--- src/rtl/register_file_mp_pkg.sv ---
// Shared types and helpers for the multi-port register file.
// Optional feature macro: REGISTER_FILE_MP_BYPASS_EN (see register_file_mp.sv).
package register_file_mp_pkg;

    typedef enum logic [1:0] {
        CLR_IDLE  = 2'd0,
        CLR_SWEEP = 2'd1,
        CLR_DONE  = 2'd2
    } clr_state_e;

    // Index of the highest set bit of a port-match vector, or -1 when none is set.
    // The highest-numbered port therefore wins any collision.
    function automatic int onehot_last_match(input logic [31:0] match);
        int win;
        win = -1;
        for (int k = 0; k < 32; k++) begin
            if (match[k]) begin
                win = k;
            end else begin
                win = win;
            end
        end
        return win;
    endfunction

endpackage

--- src/rtl/register_file_mp_chk.sv ---
// Property checker for register_file_mp: zero register, pending[0], bulk-clear length.
module register_file_mp_chk #(
    parameter int DATA_WIDTH = 8,
    parameter int DEPTH      = 3,
    parameter int NUM_RD     = 2
) (
    input logic                         clk,
    input logic                         rst_n,
    input logic [NUM_RD*DEPTH-1:0]      rd_addr_i,
    input logic [NUM_RD*DATA_WIDTH-1:0] rd_data_i,
    input logic [NUM_RD-1:0]            rd_ready_i,
    input logic                         pending0_i,
    input logic                         busy_i
);

    localparam logic [DEPTH:0] CNT_ONE  = {{DEPTH{1'b0}}, 1'b1};
    localparam logic [DEPTH:0] CNT_FULL = {1'b1, {DEPTH{1'b0}}};

    logic [DEPTH:0] busy_cnt_q;

    // Counts consecutive busy cycles so the sweep length can be checked when busy drops.
    always_ff @(posedge clk or negedge rst_n) begin
        if (!rst_n) begin
            busy_cnt_q <= '0;
        end else if (busy_i) begin
            busy_cnt_q <= busy_cnt_q + CNT_ONE;
        end else begin
            busy_cnt_q <= '0;
        end
    end

    a_busy_len: assert property (@(posedge clk) disable iff (!rst_n)
        $fell(busy_i) |-> (busy_cnt_q == CNT_FULL));

    a_pending0: assert property (@(posedge clk) disable iff (!rst_n) !pending0_i);

    for (genvar i = 0; i < NUM_RD; i++) begin : g_rd
        a_rd_zero: assert property (@(posedge clk) disable iff (!rst_n)
            (rd_addr_i[i*DEPTH +: DEPTH] == DEPTH'(0)) |->
            ((rd_data_i[i*DATA_WIDTH +: DATA_WIDTH] == DATA_WIDTH'(0)) && rd_ready_i[i]));
    end

endmodule

--- src/rtl/register_file_mp_clr_fsm.sv ---
// Bulk-clear sequencer: walks idx from 1 to 2**DEPTH-1, then spends one DONE cycle.
module register_file_mp_clr_fsm
    import register_file_mp_pkg::*;
#(
    parameter int DEPTH = 3
) (
    input  logic             clk,
    input  logic             rst_n,
    input  logic             start_i,
    output logic             clr_en_o,
    output logic [DEPTH-1:0] clr_idx_o,
    output logic             busy_o
);

    localparam logic [DEPTH-1:0] IDX_FIRST = DEPTH'(1);
    localparam logic [DEPTH-1:0] IDX_LAST  = {DEPTH{1'b1}};

    clr_state_e       state_q, state_d;
    logic [DEPTH-1:0] idx_q, idx_d;
    logic             busy_q, busy_d;
    logic             clr_en_q, clr_en_d;

    // Next-state logic; the sweep ends by comparing against the last index, never by wrapping.
    always_comb begin
        state_d = state_q;
        idx_d   = idx_q;
        case (state_q)
            CLR_IDLE: begin
                if (start_i) begin
                    state_d = CLR_SWEEP;
                    idx_d   = IDX_FIRST;
                end else begin
                    state_d = CLR_IDLE;
                end
            end
            CLR_SWEEP: begin
                if (idx_q == IDX_LAST) begin
                    state_d = CLR_DONE;
                end else begin
                    idx_d = idx_q + DEPTH'(1);
                end
            end
            CLR_DONE: begin
                state_d = CLR_IDLE;
            end
            default: begin
                state_d = CLR_IDLE;
            end
        endcase
        busy_d   = (state_d != CLR_IDLE);
        clr_en_d = (state_d == CLR_SWEEP);
    end

    // State, index and decoded output registers.
    always_ff @(posedge clk or negedge rst_n) begin
        if (!rst_n) begin
            state_q  <= CLR_IDLE;
            idx_q    <= IDX_FIRST;
            busy_q   <= 1'b0;
            clr_en_q <= 1'b0;
        end else begin
            state_q  <= state_d;
            idx_q    <= idx_d;
            busy_q   <= busy_d;
            clr_en_q <= clr_en_d;
        end
    end

    assign clr_en_o  = clr_en_q;
    assign clr_idx_o = idx_q;
    assign busy_o    = busy_q;

endmodule

--- src/rtl/register_file_mp.sv ---
// Multi-port register file with pending scoreboard bits and a sequenced bulk clear.
// Define REGISTER_FILE_MP_BYPASS_EN to forward same-cycle write data onto the read ports.
module register_file_mp
    import register_file_mp_pkg::*;
#(
    parameter int DATA_WIDTH = 8,
    parameter int DEPTH      = 3,
    parameter int NUM_RD     = 2,
    parameter int NUM_WR     = 2
) (
    input  logic                         clk,
    input  logic                         rst_n,
    input  logic [NUM_RD*DEPTH-1:0]      in_rd_addr,
    output logic [NUM_RD*DATA_WIDTH-1:0] out_rd_data,
    output logic [NUM_RD-1:0]            out_rd_ready,
    input  logic [NUM_WR-1:0]            in_we,
    input  logic [NUM_WR*DEPTH-1:0]      in_wr_addr,
    input  logic [NUM_WR*DATA_WIDTH-1:0] in_wr_data,
    input  logic                         in_rsv_valid,
    input  logic [DEPTH-1:0]             in_rsv_addr,
    output logic                         out_rsv_ready,
    input  logic                         in_clr_start,
    output logic                         out_clr_busy
);

    localparam int                    NUM_REGS  = 2 ** DEPTH;
    localparam logic [DEPTH-1:0]      ADDR_ZERO = '0;
    localparam logic [DATA_WIDTH-1:0] DATA_ZERO = '0;

    logic [DATA_WIDTH-1:0] mem_q [NUM_REGS];
    logic [DATA_WIDTH-1:0] mem_d [NUM_REGS];
    logic [NUM_REGS-1:0]   pending_q, pending_d;

    logic                  clr_en_s;
    logic [DEPTH-1:0]      clr_idx_s;
    logic                  busy_s;
    logic                  rsv_ready_s;
    logic [DEPTH-1:0]      wr_addr_s [NUM_WR];
    logic [DATA_WIDTH-1:0] wr_data_s [NUM_WR];
    logic [NUM_WR-1:0]     wr_act_s;

    register_file_mp_clr_fsm #(
        .DEPTH (DEPTH)
    ) u_clr_fsm (
        .clk       (clk),
        .rst_n     (rst_n),
        .start_i   (in_clr_start),
        .clr_en_o  (clr_en_s),
        .clr_idx_o (clr_idx_s),
        .busy_o    (busy_s)
    );

    // Unpack write ports; a port is live only outside a sweep and when not aimed at register 0.
    always_comb begin
        for (int j = 0; j < NUM_WR; j++) begin
            wr_addr_s[j] = in_wr_addr[j*DEPTH +: DEPTH];
            wr_data_s[j] = in_wr_data[j*DATA_WIDTH +: DATA_WIDTH];
            wr_act_s[j]  = in_we[j] && !busy_s && (wr_addr_s[j] != ADDR_ZERO);
        end
    end

    assign rsv_ready_s = in_rsv_valid && (in_rsv_addr != ADDR_ZERO)
                         && !pending_q[in_rsv_addr] && !busy_s;

    // Storage next state: writes clear pending, a same-cycle reservation then sets it again.
    always_comb begin
        logic [NUM_WR-1:0] match;
        int                win;
        mem_d     = mem_q;
        pending_d = pending_q;
        match     = '0;
        win       = -1;
        for (int a = 1; a < NUM_REGS; a++) begin
            for (int j = 0; j < NUM_WR; j++) begin
                match[j] = wr_act_s[j] && (wr_addr_s[j] == DEPTH'(a));
            end
            win = onehot_last_match(32'(match));
            for (int j = 0; j < NUM_WR; j++) begin
                if (j == win) begin
                    mem_d[a]     = wr_data_s[j];
                    pending_d[a] = 1'b0;
                end else begin
                    mem_d[a] = mem_d[a];
                end
            end
        end
        if (clr_en_s) begin
            mem_d[clr_idx_s]     = DATA_ZERO;
            pending_d[clr_idx_s] = 1'b0;
        end else begin
            pending_d = pending_d;
        end
        if (rsv_ready_s) begin
            pending_d[in_rsv_addr] = 1'b1;
        end else begin
            pending_d = pending_d;
        end
        mem_d[0]     = DATA_ZERO;
        pending_d[0] = 1'b0;
    end

    // Storage and scoreboard registers.
    always_ff @(posedge clk or negedge rst_n) begin
        if (!rst_n) begin
            for (int a = 0; a < NUM_REGS; a++) begin
                mem_q[a] <= DATA_ZERO;
            end
            pending_q <= '0;
        end else begin
            mem_q     <= mem_d;
            pending_q <= pending_d;
        end
    end

    // Combinational read ports, optionally forwarding the winning same-cycle write.
    always_comb begin
        logic [DEPTH-1:0]  ra;
`ifdef REGISTER_FILE_MP_BYPASS_EN
        logic [NUM_WR-1:0] hit;
        int                win;
        hit = '0;
        win = -1;
`endif
        ra           = ADDR_ZERO;
        out_rd_data  = '0;
        out_rd_ready = '0;
        for (int i = 0; i < NUM_RD; i++) begin
            ra = in_rd_addr[i*DEPTH +: DEPTH];
            if (ra == ADDR_ZERO) begin
                out_rd_data[i*DATA_WIDTH +: DATA_WIDTH] = DATA_ZERO;
                out_rd_ready[i]                         = 1'b1;
            end else begin
                out_rd_data[i*DATA_WIDTH +: DATA_WIDTH] = mem_q[ra];
                out_rd_ready[i]                         = !pending_q[ra];
            end
`ifdef REGISTER_FILE_MP_BYPASS_EN
            for (int j = 0; j < NUM_WR; j++) begin
                hit[j] = wr_act_s[j] && (wr_addr_s[j] == ra);
            end
            win = onehot_last_match(32'(hit));
            for (int j = 0; j < NUM_WR; j++) begin
                if (j == win) begin
                    out_rd_data[i*DATA_WIDTH +: DATA_WIDTH] = wr_data_s[j];
                    out_rd_ready[i]                         = 1'b1;
                end else begin
                    out_rd_ready[i] = out_rd_ready[i];
                end
            end
`endif
        end
    end

    assign out_rsv_ready = rsv_ready_s;
    assign out_clr_busy  = busy_s;

    register_file_mp_chk #(
        .DATA_WIDTH (DATA_WIDTH),
        .DEPTH      (DEPTH),
        .NUM_RD     (NUM_RD)
    ) u_chk (
        .clk        (clk),
        .rst_n      (rst_n),
        .rd_addr_i  (in_rd_addr),
        .rd_data_i  (out_rd_data),
        .rd_ready_i (out_rd_ready),
        .pending0_i (pending_q[0]),
        .busy_i     (busy_s)
    );

endmodule
--- config.mk ---
export PLATFORM = sky130hd
export DESIGN_NAME = register_file_mp
export DESIGN_NICKNAME = d
export VERILOG_FILES = /design/src/rtl/register_file_mp_pkg.sv /design/src/rtl/register_file_mp_chk.sv /design/src/rtl/register_file_mp_clr_fsm.sv /design/src/rtl/register_file_mp.sv
export SDC_FILE = /design/constraint.sdc
export NUM_CORES = 1
export LEC_CHECK = 0
export ABC_AREA = 1
export CAP_MARGIN = 20
export CORE_MARGIN = 1.5
export CORE_UTILIZATION = 35
export CTS_BUF_LIST = sky130_fd_sc_hd__clkbuf_4 sky130_fd_sc_hd__clkbuf_8 sky130_fd_sc_hd__clkbuf_16
export DETAILED_ROUTE_END_ITERATION = 7
export SLEW_MARGIN = 0
export SYNTH_ARGS = -nofsm -noshare
export SYNTH_HDL_FRONTEND = slang
export SYNTH_SLANG_ARGS = --single-unit
--- constraint.sdc ---
create_clock -name clk -period 1.9 [get_ports clk]
set_input_delay 0.57 -clock clk [delete_from_list [all_inputs] [get_ports clk]]
set_output_delay 0.57 -clock clk [all_outputs]
set_load 0.1 [all_outputs]
==> results of run 1 <==
## Yosys cell counts
master    count
a211oi_1      3
a21oi_1      31
a22oi_1       1
a31oi_1       8
and2_1        1
buf_1         1
buf_2        14
buf_4         1
buf_6         3
clkbuf_1      7
clkbuf_2      1
clkinv_1      1
dfrtp_1      69
dfstp_2       1
ha_1          2
inv_1       126
inv_2         4
nand2_1     175
nand2_2       3
nand2_4       3
nand3_1     194
nand3_2       1
nand4_1       8
nor2_1       31
nor2_2        3
nor2_4        1
nor3_1        6
o211ai_1     15
o21a_1        4
o21ai_0      62
o22ai_1       2
o31ai_1       2
## placed cells by master (no fill, tap or decap), types with 3 or more instances in the layout
cell type	instances
nand4_1	8
a211oi_4	3
clkbuf_16	9
o211ai_1	15
o21ai_0	7
nand3_2	4
buf_16	6
a21oi_4	4
buf_12	37
a21oi_1	9
nand3_1	191
inv_2	15
dfrtp_1	67
nand2_2	13
nand2_8	6
o21ai_4	14
nand2_4	13
buf_4	79
nand2_1	150
clkinv_4	3
o21ai_2	27
a21oi_2	18
nor2_2	7
buf_6	6
a31oi_4	8
clkdlybuf4s50_1	25
o21a_4	4
nor2_4	6
inv_1	109
o21ai_1	14
nor3_1	4
clkinvlp_4	4
nor2_1	22
## worst reg2reg max path, cell delays in order, from the launching register on
cell and delay (ps):
dfrtp_4 480, inv_4 80, buf_4 100, buf_4 120, nand3_1 130, buf_4 170, nor2_1 100, buf_4 190
nand3_1 90, nand3_1 100, nand2_1 50, inv_1 60
## repair_timing
action                                  CTS  global route
gates resized for setup                 135            40
pin swaps                                31            16
hold buffers                              0             0
setup buffers                             5             3
cloned                                    9             1
endpoints found under the setup margin   19            36
hold endpoints to repair                  0             0
## state kept, by name, indices dropped and copies added (netlist names)
register             cells
mem_q                   56
pending_q                7
u_clr_fsm.clr_idx_o      3
u_clr_fsm.state_q        2
u_clr_fsm.busy_o         1
u_clr_fsm.clr_en_o       1
## routing by layer
layer	part of all wire (%)	wire length, µm	vias up	track usage, %
li1	-	-	2913	-
met1	41	9038	2993	41.09
met2	46	10110	369	47.40
met3	9.0	1976	57	5.351
met4	3.5	759	0	10.63
met5	0	0	-	0
## per-stage QoR
step	instance area [µm²]	hold slack (ps)	setup slack (ps)
after floorplan	5712	274.4	-355.2
after global placement	7213	489.8	-762.4
after detailed placement	7213	521.6	-771.8
after CTS	8118	219.5	-272.5
after global routing	8238	240.1	-374.0
final	8238	219.9	-358.3
## power breakdown
group / switching, mW / total [mW] / leakage, nW / internal (mW)
combinational: 2.83 / 4.58 / 2.98 / 1.75
sequential: 0.719 / 2.80 / 0.930 / 2.08
clock: 0.697 / 1.72 / 0.146 / 1.02
## cells by family (layout without fill, tap and decap cells)
logic type      count (synthesis)  after routing  synth area share (%)
buf+inv                       158            309                 12.62
compound gates                128            128                 14.16
flops                          70             70                 34.68
simple gates                  426            427                 38.04
fa+ha+maj                       2              2                0.4950
## area by class of cell
type	instances	share of cell area [%]
repair inverters	1	0.09113
well taps	180	2.734
flip-flops and latches	70	21.34
clock buffers	9	2.734
multi-input cells	557	42.48
repair buffers	161	23.24
inverters	131	6.485
clock inverters	7	0.8961
## path summary, 6_finish.rpt
kind                                                 from                                 end  slack (ps)
setup / recovery                            in_rd_addr[3]                     out_rd_data[12]        -360
hold / removal                                      rst_n                 mem_q[27]$_DFF_PN0_         220
setup reg to reg               u_clr_fsm.busy_o$_DFF_PN0_                 mem_q[29]$_DFF_PN0_         150
hold reg to reg            u_clr_fsm.state_q[1]$_DFF_PN0_        u_clr_fsm.clr_en_o$_DFF_PN0_         520
max in group asynchronous                           rst_n  u_clr_fsm.clr_idx_o[0]$_DFFE_PN1P_        1110
min in group clk           u_clr_fsm.state_q[1]$_DFF_PN0_        u_clr_fsm.clr_en_o$_DFF_PN0_         520
==> impl_metrics.env, run 1 <==
export IMPL_status="finished, violations left"
export IMPL_failed_checks="negative setup slack"
export IMPL_diodes=0
export IMPL_die_x_um=123.2
export IMPL_io_buffers=56
export IMPL_drive_gt1_share_pct=32.69
export IMPL_cts_buffer_depth=2
export IMPL_cts_sinks=70
export IMPL_ys_types=32
export IMPL_cp_required_ps=1330
export IMPL_ant_nets=0
export IMPL_maxSlewHeadroom_pct=62.89
export IMPL_fin_cells=1116
export IMPL_period_minus_slack_ps=2258
export IMPL_ys_top_cells_by_area="dfrtp_1, nand3_1, nand2_1"
export IMPL_finalPower_mw=9.096
export IMPL_synth_cells=784
export IMPL_htree_levels=3
export IMPL_critPathCaptureType="output port"
export IMPL_wl_per_cell_um=19.61
export IMPL_area_delta_synth_final_pct=62.97
export IMPL_grt_pass1_wl_um=33880
export IMPL_setup_viol=19
export IMPL_tightest_slew_ps=556.6
export IMPL_yosysWarningCount=0
export IMPL_fin_skew_ps=6.964
export IMPL_hpwl_um=16120
export IMPL_gp_congestion=0.9301
export IMPL_ys_ff_latch=70
export IMPL_critPathKind="input pin to output port"
export IMPL_grt_max_degree=19
export IMPL_cts_inserted_buffers=9
export IMPL_drt_wl_total_um=21880
export IMPL_io_pins=57
export IMPL_synth_seq_area_share_pct=34.68
export IMPL_cp_num_cells=6
export IMPL_critPathMaxStageDelay_ps=270
export IMPL_clock_latency_ps=340
export IMPL_cts_root_buf="clkbuf_16"
export IMPL_cts_tree="yes"
export IMPL_antenna_found_initial=0
export IMPL_overflow=0
export IMPL_fin_ws_ps=-358.3
export IMPL_die_area_um2=15170
export IMPL_core_um2=13990
export IMPL_die_y_um=123.2
export IMPL_drc=0
export IMPL_slowest_stage="bufbuf_16"
export IMPL_worst_r2r_cell_count=11
export IMPL_hold_path_class="input pin to async pin"
export IMPL_cp_common_cell="buf_12"
export IMPL_final_nets=970
export IMPL_static_leakage_power_nw=4.060
export IMPL_drt_iter0_drc=717
export IMPL_clk_pin_slew_worst_paths_ps=60
export IMPL_power_density_nw_per_um2=1104
export IMPL_fin_setup_tns_ps=-4433
export IMPL_finalHoldViolations=0
export IMPL_viasPerCell=5.674
export IMPL_start_util_pct=36.14
export IMPL_utilization_pct=58.89
export IMPL_synth_net_count=823
export IMPL_syn_area_um2=5055
export IMPL_area_sequential_um2=1758
export IMPL_rsz0062_at_grt="true"
export IMPL_max_freq_ghz=0.4428
export IMPL_yosysTopAreaCellShare_pct=34.16
export IMPL_n_fill_cell=1260
export IMPL_post_route_period_util_pct=118.9
export IMPL_dr_pass1_iters=5
export IMPL_grt_usage_pct=29.94
export IMPL_grt_pass1_vias=5955
export IMPL_syn_area_per_cell_um2=6.448
export IMPL_setup_worst_path_start_class="input pin"
export IMPL_path_max_fanout=8
export IMPL_worst_ir_drop_vdd_v=0.0007067
export IMPL_slew_violations=0
export IMPL_cp_num_buf_inv=3
export IMPL_synth_top_area_cell="dfrtp_1"
export IMPL_arrival_ps=1690
export IMPL_multiInputGateArea_um2=3500
export IMPL_vias=6332
export IMPL_rows=43
export IMPL_crit_family="buffers and inverters"
export IMPL_cp_cell_sequence="buf_12 > bufbuf_16 > o21ai_0 > o21ai_1 > o21a_4 > buf_12"
export IMPL_maxCapViolCount=0
export IMPL_place_inst=1085
Note: power is estimated with default switching activity, not from simulation.
==> run 2, diff against run 1 <==
--- a/config.mk
+++ b/config.mk
@@ -11,6 +11,7 @@
 export CORE_UTILIZATION = 35
 export CTS_BUF_LIST = sky130_fd_sc_hd__clkbuf_4 sky130_fd_sc_hd__clkbuf_8 sky130_fd_sc_hd__clkbuf_16
 export DETAILED_ROUTE_END_ITERATION = 7
+export SKIP_CTS_REPAIR_TIMING = 1
 export SLEW_MARGIN = 0
 export SYNTH_ARGS = -nofsm -noshare
 export SYNTH_HDL_FRONTEND = slang
==> run 2 against run 1 <==
  * Critical path depth up 1
  * Count of clock-buffer cells in the layout unchanged
  * Critical endpoint unchanged
  * Flip-flop and latch count unchanged
  * Sequential share of layout area up 0.46 points
  * Largest power group unchanged
  * The run still ends with negative setup slack left
  * Critical path type unchanged
==> impl_metrics.env, run 2 (synthesized netlist as in run 1, its figures left out) <==
export IMPL_status="finished, violations left"
export IMPL_failed_checks="negative setup slack"
export IMPL_vias=6279
export IMPL_start_util_pct=36.14
export IMPL_cp_num_buf_inv=3
export IMPL_final_nets=971
export IMPL_cp_cell_sequence="buf_12 > nor2_4 > buf_6 > a21oi_2 > o211ai_1 > o21a_4 > buf_12"
export IMPL_cp_required_ps=1330
export IMPL_critPathKind="input pin to output port"
export IMPL_tightest_slew_ps=542.3
export IMPL_drt_wl_total_um=21560
export IMPL_drt_iter0_drc=787
export IMPL_largest_register="mem_q"
export IMPL_p_sw_mw=4.171
export IMPL_cts_root_buf="clkbuf_16"
export IMPL_fin_cells=1117
export IMPL_hpwl_um=16120
export IMPL_rows=43
export IMPL_grt_usage_pct=28.57
export IMPL_grt_pass1_vias=5758
export IMPL_worst_ir_drop_vdd_v=0.0007038
export IMPL_fin_skew_ps=5.523
export IMPL_diodes=0
export IMPL_cts_sinks=70
export IMPL_critPathCaptureType="output port"
export IMPL_gp_congestion=0.9301
export IMPL_p_int_mw=4.839
export IMPL_final_common_cell="nand3_1"
export IMPL_die_x_um=123.2
export IMPL_post_route_period_util_pct=115.0
export IMPL_grt_max_degree=25
export IMPL_maxSlewHeadroom_pct=63.85
export IMPL_arrival_ps=1620
export IMPL_finalHoldViolations=0
export IMPL_hold_path_class="input pin to async pin"
export IMPL_drc=0
export IMPL_critPathMaxStageDelay_ps=220
export IMPL_period_minus_slack_ps=2185
export IMPL_clock_latency_ps=340
export IMPL_final_cell_mix="nand3_1, nand2_1, inv_1"
export IMPL_cts_inserted_buffers=9
export IMPL_cts_buffer_depth=2
export IMPL_cts_tree="yes"
export IMPL_drive_gt1_share_pct=30.84
export IMPL_ant_nets=0
export IMPL_slowest_stage="nor2_4"
export IMPL_overflow=0
export IMPL_setup_worst_path_start_class="input pin"
export IMPL_p_comb_share_pct=50.3
export IMPL_io_buffers=56
export IMPL_max_freq_ghz=0.4576
export IMPL_clk_pin_slew_worst_paths_ps=60
export IMPL_rsz0062_at_grt="true"
export IMPL_finalPower_mw=9.010
export IMPL_fin_ws_ps=-285.3
export IMPL_area_delta_synth_final_pct=59.63
export IMPL_n_fill_cell=1291
export IMPL_core_um2=13990
export IMPL_die_area_um2=15170
export IMPL_antenna_found_initial=0
export IMPL_power_density_nw_per_um2=1117
export IMPL_largest_register_ffs=56
export IMPL_path_max_fanout=8
export IMPL_wl_per_cell_um=19.30
export IMPL_die_y_um=123.2
export IMPL_clockPowerShare_pct=19.1
export IMPL_place_inst=1085
export IMPL_io_pins=57
export IMPL_dr_pass1_iters=7
export IMPL_maxCapViolCount=0
export IMPL_setup_viol=19
export IMPL_switching_share_pct=46.29
export IMPL_grt_pass1_wl_um=32380
export IMPL_p_seq_share_pct=30.5
export IMPL_htree_levels=3
export IMPL_static_leakage_power_nw=3.989
export IMPL_cp_common_cell="buf_12"
export IMPL_crit_family="buffers and inverters"
export IMPL_slew_violations=0
export IMPL_viasPerCell=5.621
## run 2: stage by stage
stage	instance area [µm²]	utilization, %	hold slack [ps]	TNS [ps]	setup slack (ps)
3_3_place_gp	7213	51.57	489.8	-22010	-762.4
3_5_place_dp	7213	51.57	521.6	-23980	-771.8
2_1_floorplan	5712	-	274.4	-4282	-355.2
6_report	8069	57.68	213.3	-4196	-285.3
5_1_grt	8069	57.68	240.0	-4785	-344.3
4_1_cts	7512	53.70	219.5	-13990	-781.0
## run 2: layout make-up
type	instances	area [µm²]	area share, %
repair buffers	162	1848	22.90
well taps	180	225.2	2.791
repair inverters	1	7.507	0.09304
flip-flops and latches	70	1759	21.80
clock buffers	9	225.2	2.791
multi-input cells	557	3396	42.08
inverters	131	534.3	6.621
clock inverters	7	73.82	0.9149
## run 2: worst paths after layout
path / startpoint / end / slack, ps / cells past startpoint
worst max-delay path: in_rd_addr[3] / out_rd_data[12] / -290 / 7
worst min-delay path: rst_n / mem_q[27]$_DFF_PN0_ / 210 / 1
worst max register to register: u_clr_fsm.busy_o$_DFF_PN0_ / mem_q[29]$_DFF_PN0_ / 250 / 10
worst min register to register: u_clr_fsm.state_q[1]$_DFF_PN0_ / u_clr_fsm.clr_en_o$_DFF_PN0_ / 520 / 1
max in group asynchronous: rst_n / u_clr_fsm.clr_idx_o[0]$_DFFE_PN1P_ / 1110 / 2
min in group clk: u_clr_fsm.state_q[1]$_DFF_PN0_ / u_clr_fsm.clr_en_o$_DFF_PN0_ / 520 / 1
## run 2: per-layer routing
layer / GRT usage [%] / vias up / part of all wire [%]
met4: 9.698 / 0 / 3.2
li1: - / 2909 / -
met2: 44.97 / 337 / 46
met3: 4.382 / 45 / 7.9
met5: 0 / - / 0
met1: 40.04 / 2988 / 43
## run 2: worst register-to-register path, delay by kind of cell, from the launching register on
kind          cells  cell delay [ps]
buf+inv           5              630
flops             1              480
simple gates      5              480
## run 2: power by group through the flow
stage | combinational [mW] | sequential, mW | clock, mW
2_1_floorplan | 2.74 | 2.46 | 0
3_3_place_gp | 4.08 | 2.71 | 0
3_5_place_dp | 4.13 | 2.71 | 0
4_1_cts | 4.15 | 2.69 | 1.73
5_1_grt | 4.90 | 2.81 | 1.80
6_report | 4.54 | 2.75 | 1.72
==> run 3, diff against run 2 <==
--- a/config.mk
+++ b/config.mk
@@ -5,7 +5,7 @@
 export SDC_FILE = /design/constraint.sdc
 export NUM_CORES = 1
 export LEC_CHECK = 0
-export ABC_AREA = 1
+export ABC_AREA = 0
 export CAP_MARGIN = 20
 export CORE_MARGIN = 1.5
 export CORE_UTILIZATION = 35
==> run 3 against run 2 <==
  * The flow still finishes with violations (negative setup slack)
  * Power grew 14%
  * Non-clock buffer count grew 14
  * Clock power grew 8%
  * Global-route usage shrank 3.0 points
  * Via count shrank 14%
  * Synthesized area shrank 1.2%
  * Final cell count shrank 23%
  * Combinational power grew 20%
  * Synthesized cell count shrank 29%
  * Sequential power grew 7%
  * Hold slack gained 34 ps
  * Register-to-register slack lost 70 ps
==> impl_metrics.env, run 3 <==
export IMPL_grt_pass1_vias=5179
export IMPL_die_x_um=122.4
export IMPL_critPathKind="input pin to output port"
export IMPL_path_max_fanout=7
export IMPL_grt_usage_pct=25.60
export IMPL_max_freq_ghz=0.4340
export IMPL_drc=0
export IMPL_cts_sinks=70
export IMPL_setup_worst_path_start_class="input pin"
export IMPL_maxSlewHeadroom_pct=65.01
export IMPL_status="finished, violations left"
export IMPL_cts_tree="yes"
export IMPL_clock_latency_ps=340
export IMPL_grt_max_degree=71
export IMPL_wl_per_cell_um=22.84
export IMPL_cts_buffer_depth=2
export IMPL_setup_viol=19
export IMPL_yosysMostFrequentCell="dfrtp_1"
export IMPL_rsz0062_at_grt="true"
export IMPL_multiInputGateArea_um2=3505
export IMPL_die_area_um2=14990
export IMPL_tightest_slew_ps=524.4
export IMPL_synth_cells=554
export IMPL_fin_skew_ps=4.639
export IMPL_async_flop_share_pct=100.0
export IMPL_area_delta_synth_final_pct=55.21
export IMPL_cp_num_buf_inv=4
export IMPL_ant_nets=0
export IMPL_dr_pass1_iters=5
export IMPL_post_route_period_util_pct=121.3
export IMPL_cp_required_ps=1330
export IMPL_gp_congestion=0.9198
export IMPL_final_nets=712
export IMPL_finalHoldViolations=0
export IMPL_synth_edff_count=0
export IMPL_synth_top_area_cell="dfrtp_1"
export IMPL_fin_cells=858
export IMPL_hpwl_um=13650
export IMPL_synthTopCellsByCount="dfrtp_1, o21ai_0, a311oi_1, nor3_1, nand2_1"
export IMPL_cp_cell_sequence="buf_8 > buf_12 > buf_8 > mux2_4 > a22oi_2 > o21ai_4 > buf_12"
export IMPL_slew_violations=0
export IMPL_htree_levels=3
export IMPL_die_y_um=122.4
export IMPL_synth_seq_area_share_pct=35.11
export IMPL_overflow=0
export IMPL_synth_net_count=593
export IMPL_arrival_ps=1730
export IMPL_syn_area_per_cell_um2=9.011
export IMPL_static_leakage_power_nw=3.091
export IMPL_area_sequential_um2=1758
export IMPL_hold_path_class="input pin to async pin"
export IMPL_grt_pass1_wl_um=29330
export IMPL_ys_types=49
export IMPL_critPathMaxStageDelay_ps=290
export IMPL_start_util_pct=35.97
export IMPL_period_minus_slack_ps=2304
export IMPL_yosysTopAreaCellShare_pct=34.59
export IMPL_largest_register_ffs=56
export IMPL_vias=5398
export IMPL_maxCapViolCount=0
export IMPL_syn_area_um2=4992
export IMPL_final_common_cell="buf_4"
export IMPL_fin_ws_ps=-404.4
export IMPL_drt_iter0_drc=498
export IMPL_io_buffers=56
export IMPL_ys_top_cells_by_area="dfrtp_1, a311oi_1, mux4_2"
export IMPL_io_pins=57
export IMPL_finalPower_mw=10.25
export IMPL_cts_root_buf="clkbuf_16"
export IMPL_largest_register="mem_q"
export IMPL_crit_family="buffers and inverters"
export IMPL_clk_pin_slew_worst_paths_ps=60
export IMPL_cts_inserted_buffers=9
export IMPL_place_inst=829
export IMPL_drive_gt1_share_pct=41.89
export IMPL_final_cell_mix="buf_4, dfrtp_1, o21ai_0"
export IMPL_synth_main_ff_cell="dfrtp_1"
export IMPL_drt_wl_total_um=19600
export IMPL_yosysWarningCount=0
export IMPL_worst_ir_drop_vdd_v=0.0006200
export IMPL_diodes=0
export IMPL_antenna_found_initial=0
export IMPL_power_density_nw_per_um2=1322
export IMPL_core_um2=13880
export IMPL_rows=43
export IMPL_failed_checks="negative setup slack"
export IMPL_dp_worst_setup_slack_ps=-1102
export IMPL_viasPerCell=6.291
export IMPL_critPathCaptureType="output port"
export IMPL_n_fill_cell=1211
export IMPL_slowest_stage="mux2_4"
export IMPL_ys_ff_latch=70
-- run 3: worst paths after layout --
check | startpoint | to | slack [ps] | cells after the start
worst max-delay path | in_rd_addr[3] | out_rd_data[12] | -400 | 7
worst min-delay path | rst_n | mem_q[22]$_DFF_PN0_ | 250 | 2
worst max register to register | u_clr_fsm.busy_o$_DFF_PN0_ | pending_q[4]$_DFF_PN0_ | 180 | 5
worst min register to register | u_clr_fsm.state_q[1]$_DFF_PN0_ | u_clr_fsm.state_q[1]$_DFF_PN0_ | 460 | 1
max in group asynchronous | rst_n | u_clr_fsm.clr_idx_o[0]$_DFFE_PN1P_ | 1310 | 2
min in group clk | u_clr_fsm.state_q[1]$_DFF_PN0_ | u_clr_fsm.state_q[1]$_DFF_PN0_ | 460 | 1
-- run 3: kinds of logic after synthesis --
kind of cell / Yosys count / share of synthesized area (%)
muxes: 40 / 13.01
buffers and inverters: 73 / 5.789
and+or+nand+nor: 196 / 21.65
AOI/OAI and AO/OA: 173 / 23.93
adders and majority gates: 2 / 0.5012
DFF: 70 / 35.11
-- run 3: layout make-up --
type                       instances  area share [%]
multi-input combinational        411           45.23
tap                              180           2.907
sequential                        70           22.69
clock inverter                     6           1.098
timing repair buffer             176           24.75
clock buffer                      10           3.084
inverter                           5          0.2422
-- run 3: through the flow --
stage	hold slack (ps)	cell area [µm²]	setup TNS (ps)	util, %
final	247.4	7749	-6915	55.82
after detailed placement	456.7	6914	-36070	49.81
after floorplan	274.4	5380	-7407	-
after CTS	265.2	7238	-18700	52.15
after global routing	281.9	7749	-7579	55.82
after global placement	427.5	6914	-34080	49.81
-- run 3: power breakdown --
part / internal (mW) / switching [mW]
logic: 2.57 / 2.90
registers: 2.15 / 0.775
clock network: 1.18 / 0.668
total: 5.91 / 4.34
-- run 3: routing by layer --
layer  share of wire [%]  vias up  GRT usage [%]
li1                    -     2404              -
met1                  43     2652          36.66
met2                  48      314          39.49
met3                 7.4       28          4.275
met4                 1.8        0          8.067
met5                   0        -              0
